`config.mk`:
```
export PLATFORM = sky130hd
export DESIGN_NAME = load_store_queue
export DESIGN_NICKNAME = d
export VERILOG_FILES = /design/src/rtl/load_store_queue.sv
export SDC_FILE = /design/constraint.sdc
export NUM_CORES = 2
export LEC_CHECK = 0
export BUFFER_PORTS_ARGS = -buffer_cell sky130_fd_sc_hd__buf_2
export CORE_UTILIZATION = 50
export CTS_CLUSTER_DIAMETER = 80
export DETAILED_ROUTE_END_ITERATION = 8
export GPL_ROUTABILITY_DRIVEN = 0
export PLACE_DENSITY_LB_ADDON = 0.3
export SYNTH_ARGS = -nofsm -noshare
export SYNTH_HDL_FRONTEND = slang
export SYNTH_SLANG_ARGS = --single-unit
```
`constraint.sdc`:
```
create_clock -name clk -period 15.7 [get_ports clk]
set_input_delay 0.785 -clock clk [delete_from_list [all_inputs] [get_ports clk]]
set_output_delay 0.785 -clock clk [all_outputs]
set_load 0.005 [all_outputs]
```
`src/rtl/load_store_queue.sv`:
```
// load_store_queue: in-order circular buffer of memory ops between dispatch,
// address ALU, ROB commit and the memory controller. One transaction is
// outstanding at a time. Loads issue once their address is known and stores
// issue after commit. Load results are sign/zero extended onto the CDB.
// Optional feature macro: LSQ_LOAD_BYPASS_EN lets the oldest load issue early
// past older stores whose addresses are known and do not alias it.
module load_store_queue #(
  parameter int unsigned DEPTH  = 16,
  parameter int unsigned TAG_W  = 4,
  parameter int unsigned DATA_W = 32
) (
  input  logic              clk,
  input  logic              rst,
  input  logic              i_rollback,
  input  logic              i_enq_valid,
  input  logic [TAG_W-1:0]  i_enq_tag,
  input  logic              i_enq_is_store,
  input  logic [2:0]        i_enq_funct3,
  output logic              o_enq_ready,
  input  logic              i_iss_valid,
  input  logic [TAG_W-1:0]  i_iss_tag,
  input  logic [DATA_W-1:0] i_iss_addr,
  input  logic [DATA_W-1:0] i_iss_data,
  input  logic              i_commit_valid,
  input  logic [TAG_W-1:0]  i_commit_tag,
  output logic              o_cdb_valid,
  output logic [TAG_W-1:0]  o_cdb_tag,
  output logic [DATA_W-1:0] o_cdb_data,
  output logic              o_mem_req,
  output logic              o_mem_we,
  output logic [DATA_W-1:0] o_mem_addr,
  output logic [DATA_W-1:0] o_mem_wdata,
  output logic [2:0]        o_mem_size,
  input  logic              i_mem_ready,
  input  logic [DATA_W-1:0] i_mem_rdata
);
  localparam int unsigned PTR_W = $clog2(DEPTH);
  localparam int unsigned CNT_W = PTR_W + 1;

  typedef enum logic {ST_IDLE, ST_BUSY} state_t;
  state_t r_state, w_state_nxt;

  logic [DEPTH-1:0]  r_valid, r_is_store, r_committed, r_addr_valid, r_done;
  logic [TAG_W-1:0]  r_tag    [DEPTH];
  logic [2:0]        r_funct3 [DEPTH];
  logic [DATA_W-1:0] r_addr   [DEPTH];
  logic [DATA_W-1:0] r_data   [DEPTH];

  logic [PTR_W-1:0]  r_head, r_tail;
  logic [CNT_W-1:0]  r_count, r_ccount;
  logic              r_kill, r_fl_load;
  logic [TAG_W-1:0]  r_fl_tag;
  logic [2:0]        r_fl_funct3;

  logic              r_mem_req, r_mem_we, r_cdb_valid;
  logic [DATA_W-1:0] r_mem_addr, r_mem_wdata, r_cdb_data;
  logic [2:0]        r_mem_size;
  logic [TAG_W-1:0]  r_cdb_tag;

  logic              w_enq, w_head_go, w_head_done, w_issue, w_retire, w_byp_go;
  logic              w_byp_ok, w_complete, w_kill_busy, w_kill_new;
  logic [PTR_W-1:0]  w_issue_idx, w_byp_idx, w_head_nxt;
  logic [CNT_W-1:0]  w_ccount_nxt;
  logic [DEPTH-1:0]  w_iss_match, w_cmt_match;
  logic [2:0]        w_size;
  logic [DATA_W-1:0] w_ext;

  assign o_enq_ready = (r_count != CNT_W'(DEPTH));
  assign o_mem_req   = r_mem_req;
  assign o_mem_we    = r_mem_we;
  assign o_mem_addr  = r_mem_addr;
  assign o_mem_wdata = r_mem_wdata;
  assign o_mem_size  = r_mem_size;
  assign o_cdb_valid = r_cdb_valid;
  assign o_cdb_tag   = r_cdb_tag;
  assign o_cdb_data  = r_cdb_data;

  assign w_enq        = i_enq_valid && o_enq_ready && !i_rollback;
  assign w_head_go    = (r_count != '0) && r_addr_valid[r_head] && !r_done[r_head] &&
                        (!r_is_store[r_head] || r_committed[r_head]);
  assign w_head_done  = (r_count != '0) && r_done[r_head];
  assign w_head_nxt   = r_head + PTR_W'(w_retire);
  assign w_ccount_nxt = r_ccount - CNT_W'(w_retire && r_committed[r_head]);
  assign w_complete   = (r_state == ST_BUSY) && i_mem_ready;
  assign w_kill_busy  = (r_state == ST_BUSY) && r_fl_load && !i_mem_ready;
  assign w_kill_new   = w_issue && !r_is_store[w_issue_idx] && !r_committed[w_issue_idx];

`ifdef LSQ_LOAD_BYPASS_EN
  logic             w_ld_found;
  logic [PTR_W-1:0] w_ld_off, w_k_idx;
  // Oldest load qualifies if every older entry is a known, non-aliasing store
  always_comb begin
    w_ld_found = 1'b0;
    w_ld_off   = '0;
    w_k_idx    = r_head;
    for (int k = 0; k < DEPTH; k++) begin
      w_k_idx = r_head + PTR_W'(k);
      if (!w_ld_found && (CNT_W'(k) < r_count) && !r_is_store[w_k_idx]) begin
        w_ld_found = 1'b1;
        w_ld_off   = PTR_W'(k);
      end
    end
    w_byp_idx = r_head + w_ld_off;
    w_byp_ok  = w_ld_found && r_addr_valid[w_byp_idx] && !r_done[w_byp_idx] && !r_kill;
    for (int k = 0; k < DEPTH; k++) begin
      w_k_idx = r_head + PTR_W'(k);
      if ((PTR_W'(k) < w_ld_off) && (!r_addr_valid[w_k_idx] ||
          (r_addr[w_k_idx][DATA_W-1:2] == r_addr[w_byp_idx][DATA_W-1:2])))
        w_byp_ok = 1'b0;
    end
  end
`else
  assign w_byp_ok  = 1'b0;
  assign w_byp_idx = r_head;
`endif

  // Tag CAMs for address/data update and commit; a retiring head ignores commit
  always_comb begin
    w_iss_match = '0;
    w_cmt_match = '0;
    for (int i = 0; i < DEPTH; i++) begin
      w_iss_match[i] = i_iss_valid && r_valid[i] && !r_committed[i] && (r_tag[i] == i_iss_tag);
      w_cmt_match[i] = i_commit_valid && r_valid[i] && !r_committed[i] &&
                       (r_tag[i] == i_commit_tag) && !(w_retire && (PTR_W'(i) == r_head));
    end
  end

  // Access size and load result extension
  always_comb begin
    case (r_funct3[w_issue_idx][1:0])
      2'b00:   w_size = 3'd1;
      2'b01:   w_size = 3'd2;
      default: w_size = 3'd4;
    endcase
    case (r_fl_funct3)
      3'b000:  w_ext = {{(DATA_W-8){i_mem_rdata[7]}}, i_mem_rdata[7:0]};
      3'b001:  w_ext = {{(DATA_W-16){i_mem_rdata[15]}}, i_mem_rdata[15:0]};
      3'b100:  w_ext = {{(DATA_W-8){1'b0}}, i_mem_rdata[7:0]};
      3'b101:  w_ext = {{(DATA_W-16){1'b0}}, i_mem_rdata[15:0]};
      default: w_ext = i_mem_rdata;
    endcase
  end

  // Mem FSM state register
  always_ff @(posedge clk) begin
    if (rst) r_state <= ST_IDLE;
    else     r_state <= w_state_nxt;
  end

  // Mem FSM: head issue, silent retire of a done head, or an early load
  always_comb begin
    w_state_nxt = r_state;
    w_issue     = 1'b0;
    w_retire    = 1'b0;
    w_byp_go    = 1'b0;
    w_issue_idx = r_head;
    case (r_state)
      ST_IDLE: begin
        if (w_head_go) begin
          w_issue     = 1'b1;
          w_retire    = 1'b1;
          w_state_nxt = ST_BUSY;
        end else if (w_head_done) begin
          w_retire = 1'b1;
        end else if (w_byp_ok) begin
          w_issue     = 1'b1;
          w_byp_go    = 1'b1;
          w_issue_idx = w_byp_idx;
          w_state_nxt = ST_BUSY;
        end
      end
      ST_BUSY: if (i_mem_ready) w_state_nxt = ST_IDLE;
      default: w_state_nxt = ST_IDLE;
    endcase
  end

  // Queue pointers, entry fields and registered memory/CDB outputs
  always_ff @(posedge clk) begin
    if (rst) begin
      r_head       <= '0;
      r_tail       <= '0;
      r_count      <= '0;
      r_ccount     <= '0;
      r_kill       <= 1'b0;
      r_valid      <= '0;
      r_is_store   <= '0;
      r_committed  <= '0;
      r_addr_valid <= '0;
      r_done       <= '0;
      r_fl_load    <= 1'b0;
      r_fl_tag     <= '0;
      r_fl_funct3  <= '0;
      r_mem_req    <= 1'b0;
      r_mem_we     <= 1'b0;
      r_mem_addr   <= '0;
      r_mem_wdata  <= '0;
      r_mem_size   <= '0;
      r_cdb_valid  <= 1'b0;
      r_cdb_tag    <= '0;
      r_cdb_data   <= '0;
    end else begin
      r_mem_req   <= 1'b0;
      r_cdb_valid <= 1'b0;
      if (w_issue) begin
        r_mem_req   <= 1'b1;
        r_mem_we    <= r_is_store[w_issue_idx];
        r_mem_addr  <= r_addr[w_issue_idx];
        r_mem_wdata <= r_is_store[w_issue_idx] ? r_data[w_issue_idx] : '0;
        r_mem_size  <= w_size;
        r_fl_tag    <= r_tag[w_issue_idx];
        r_fl_funct3 <= r_funct3[w_issue_idx];
        r_fl_load   <= !r_is_store[w_issue_idx];
      end
      if (w_complete) begin
        r_kill <= 1'b0;
        if (r_fl_load && !r_kill && !i_rollback) begin
          r_cdb_valid <= 1'b1;
          r_cdb_tag   <= r_fl_tag;
          r_cdb_data  <= w_ext;
        end
      end
      if (i_rollback && (w_kill_busy || w_kill_new)) r_kill <= 1'b1;

      r_head <= w_head_nxt;
      if (i_rollback) begin
        for (int i = 0; i < DEPTH; i++)
          if (!r_committed[i]) r_valid[i] <= 1'b0;
        r_tail   <= w_head_nxt + w_ccount_nxt[PTR_W-1:0];
        r_count  <= w_ccount_nxt;
        r_ccount <= w_ccount_nxt;
      end else begin
        if (w_enq) begin
          r_valid[r_tail]      <= 1'b1;
          r_is_store[r_tail]   <= i_enq_is_store;
          r_committed[r_tail]  <= 1'b0;
          r_addr_valid[r_tail] <= 1'b0;
          r_done[r_tail]       <= 1'b0;
          r_tag[r_tail]        <= i_enq_tag;
          r_funct3[r_tail]     <= i_enq_funct3;
          r_tail               <= r_tail + PTR_W'(1);
        end
        for (int i = 0; i < DEPTH; i++) begin
          if (w_iss_match[i]) begin
            r_addr[i]       <= i_iss_addr;
            r_data[i]       <= i_iss_data;
            r_addr_valid[i] <= 1'b1;
          end
          if (w_cmt_match[i]) r_committed[i] <= 1'b1;
        end
        r_count  <= r_count + CNT_W'(w_enq) - CNT_W'(w_retire);
        r_ccount <= w_ccount_nxt + CNT_W'(|w_cmt_match);
      end
      if (w_retire) begin
        r_valid[r_head]     <= 1'b0;
        r_committed[r_head] <= 1'b0;
      end
      if (w_byp_go) r_done[w_issue_idx] <= 1'b1;
    end
  end
endmodule

```
==> summary.txt <==
Layout
  – Area occupied by multi-input gates: 14100 um^2
  – Fillers: roughly 7.7k
  – Fin cells: approximately 4.6k
  – Area Growth Syn to Fin: 13.4%
  – Design area: 60300 um^2
  – Final Util: 57.2%
  – Register area: between 30000 and 40000 um^2
  – Layout cells sized above 1: between 20 and 30%
  – Nets: around 3.2k

Clock tree
  – H-tree Lvls: 4
  – Post-CTS setup buffer count: 0
  – CTS root buffer: clkbuf_16
  – Num CTS Buffers: 137
  – Cts repair resizes: 0
  – CTS sink count: roughly 1.4k
  – CTS tree: yes
  – Max Root-Sink Buffers: 3
  – Post-CTS Hold Buffers: 0
  – Latest clock arrival within the worst-skew pair: roughly 0.74 ns
  – Clk slew on worst S/H paths: roughly 0.060 ns

Yosys
  – EDFF count, synth: 1136
  – Sequential share of the synthesized area: 72.2%
  – Most area-consuming cells after synthesis: edfxtp_1 (64%), mux4_2 (16%), dfxtp_1 (8.1%), xnor2_1 (1.7%), a21oi_1 (1.4%)
  – Yosys warns: 0
  – Share of the synthesized area in the top cell type: roughly 64%
  – Most numerous cell in the Yosys netlist: edfxtp_1
  – Mapped Area: 53200 um^2
  – Synth cell types: 58
  – Most used flip-flop cell after synthesis: edfxtp_1
  – Asr flop ratio synth: 0%
  – Synth cell count leaders: edfxtp_1 (1136), mux4_2 (370), dfxtp_1 (214)
  – Post-Syn Instances: 2812
  – Synth area leader: edfxtp_1
  – Seq cells post-synth: between 1k and 1.5k
  – Net Count, Synth: about 3.0k
  – Mean Syn Cell Area: about 19 um^2

Timing
  – Fin. Hold Viols: 0
  – Max-slew violation count: 0
  – Setup TNS Final: 0 ns
  – RSZ-0062 raised after global routing: false
  – Layout Skew: 0.0264 ns
  – Achievable frequency: 0.168 GHz
  – Period utilization: a little under two fifths
  – Final setup violation count: 0
  – Worst-margin pin slew: between 1 and 1.5 ns
  – Minimum clock period: about 5.9 ns
  – Worst slew margin: around 19%
  – Final hold slack: around 0.29 ns

Detailed routing
  – DR pass1 iterations: 7
  – Drt drc: 22
  – Antenna-violating nets left: 0
  – Vias per cell: ~6.2
  – DR WL/cell: 28.6 um
  – 1st-iter DRT viols: roughly 3.1k
  – Total Wirelength: between 100 and 150 mm
  – Vias: between 20k and 30k

Global route
  – Initial antenna violation count: 20
  – First-pass GRT wire length: roughly 190 mm
  – Total global-route track usage: 24.4%
  – Total grt overflow: 0
  – Vias in the first global route: approximately 28k
  – Largest net degree at the start of global routing: roughly 120

Critical path
  – Worst-path cell chain: buf_4 > mux4_2 > a22o_1 > nor2_2 > buf_4 > o21ai_2 > a21oi_1 > a21oi_1 > nor4_1 > o211ai_1 > ha_1 > ha_1 > nor2b_1 > nand2_1 > or3_1 > a21oi_1
  – CP max-delay cell: buf_4
  – CP Capture Type: register
  – Worst path required time: 16.29 ns
  – Slowest stage delay, CP: about 0.90 ns
  – Worst path bufs/invs: 2
  – Top delay family on crit path: compound AO/OA/AOI/OAI gates
  – CP Data Arrival Time: approximately 6.5 ns
  – Crit start category: register
  – Most used cell, CP: a21oi_1
  – CP Max Fanout: 50
  – Crit Path Class: register to register

Die
  – I/O pins: between 200 and 250
  – Die extent in y: 328 um
  – Die X: 328 um
  – Core area: between 100000 and 150000 um^2
  – Core Rows: between 100 and 150
  – Die area: ~110000 um^2
  – Initial core utilization: between 50% and 60%

Run
  – Max Cap Viol: 0

Outcome
  – Status: finished with violations
  – Violated checks: design-rule violations

Placed design
  – Placed instance area: ~56000 um^2
  – Cells after DPL: ~4.3k
  – Hpwl dp: 70.8 mm
  – Port bufs: about 230

Power and ir drop
  – IR drop worst, VDD: 0.0000992 V
  – Leakage: 19.2 nW
  – PwrDens: between 100 and 150 nW/um^2

Hold path
  – Worst min path class: input pin to register
==> power by group <==
part           internal, mW  switching (mW)
clock network          1.87            1.34
logic                0.0346          0.0944
registers              3.88         0.00343
total                  5.79            1.44
==> flip-flops by register name, summed over array words and instances, names as in the netlist, 3 cells and up <==
signal        cells
r_addr          512
r_data          512
r_tag            64
r_funct3         48
o_cdb_data       32
o_mem_addr       32
o_mem_wdata      32
r_addr_valid     16
r_committed      16
r_done           16
r_is_store       16
r_valid          16
r_ccount          5
r_count           5
o_cdb_tag         4
r_fl_tag          4
r_head            4
r_tail            4
o_mem_size        3
r_fl_funct3       3
==> cell families (layout without fill, tap and decap cells) <==
family	Yosys count	count (layout)	synth area share, %
xor+xnor	144	144	2.37
mux	389	389	16.1
simple gates	459	459	4.39
fa+ha+maj	21	21	0.522
compound gates	256	256	2.94
flops	1350	1350	72.2
other cells	0	2	0
buf+inv	193	547	1.53
==> stage by stage <==
step / setup WS, ns / total power, mW
floorplan: 6.45 / 4.02
global placement: 9.87 / 4.08
detailed placement: 9.72 / 4.09
CTS: 9.70 / 7.27
global route: 9.28 / 7.42
finish: 9.76 / 7.23
==> final cells by class <==
type / count / area share [%]
sequential: 1350 / 63.7
antenna: 2 / 0.00830
timing repair buffer: 279 / 2.57
multi-input combinational: 1269 / 23.4
inverter: 17 / 0.106
tap: 1391 / 2.89
clock inverter: 74 / 1.11
clock buffer: 177 / 6.28
==> placed cells by master, fill, tap and decap left out, types with 19 or more instances in the layout <==
master | Yosys | routed
nor2_1 | 92 | 92
a21oi_1 | 145 | 145
xor2_1 | 40 | 40
ha_1 | 19 | 19
buf_4 | 5 | 53
a211oi_1 | 20 | 20
buf_2 | 31 | 224
nor3_1 | 31 | 29
xnor2_1 | 104 | 104
nand3b_1 | 33 | 33
edfxtp_1 | 1136 | 1136
clkbuf_1 | 118 | 26
nand3_1 | 19 | 19
clkinv_2 | 0 | 26
nand4_1 | 34 | 34
clkbuf_16 | 0 | 143
nand2_1 | 161 | 161
clkinv_1 | 0 | 23
a21o_1 | 19 | 19
o21ai_0 | 20 | 20
mux4_2 | 370 | 370
and2_1 | 21 | 21
dfxtp_1 | 214 | 210
==> metal layers <==
layer | vias up | track usage [%] | wire, um
li1 | 11800 | - | -
met1 | 14800 | 33.7 | 51900
met2 | 1297 | 39.9 | 64700
met3 | 256 | 4.15 | 10300
met4 | 18 | 7.54 | 3540
met5 | - | 0 | 108
==> final timing paths <==
path | start | endpoint | slack [ns] | cells after the start
max | r_head[0] | r_ccount[4] | 9.76 | 16
min | i_mem_rdata[6] | o_cdb_data[6] | 0.29 | 3
max reg2reg | r_head[0] | r_ccount[4] | 9.76 | 16
min reg2reg | r_addr_valid[13] | r_addr_valid[13] | 0.45 | 1
==> worst register-to-register path, stage by stage (launching register included) <==
cell      delay (ns)
dfxtp_4         0.89
buf_4           0.92
mux4_2          0.61
a22o_1          0.20
nor2_2          0.08
buf_4           0.38
o21ai_2         0.28
a21oi_1         0.71
a21oi_1         0.23
nor4_1          0.35
o211ai_1        0.20
ha_1            0.28
ha_1            0.20
nor2b_1         0.16
nand2_1         0.14
or3_1           0.11
a21oi_1         0.06
(Power assumes the default switching activity.)
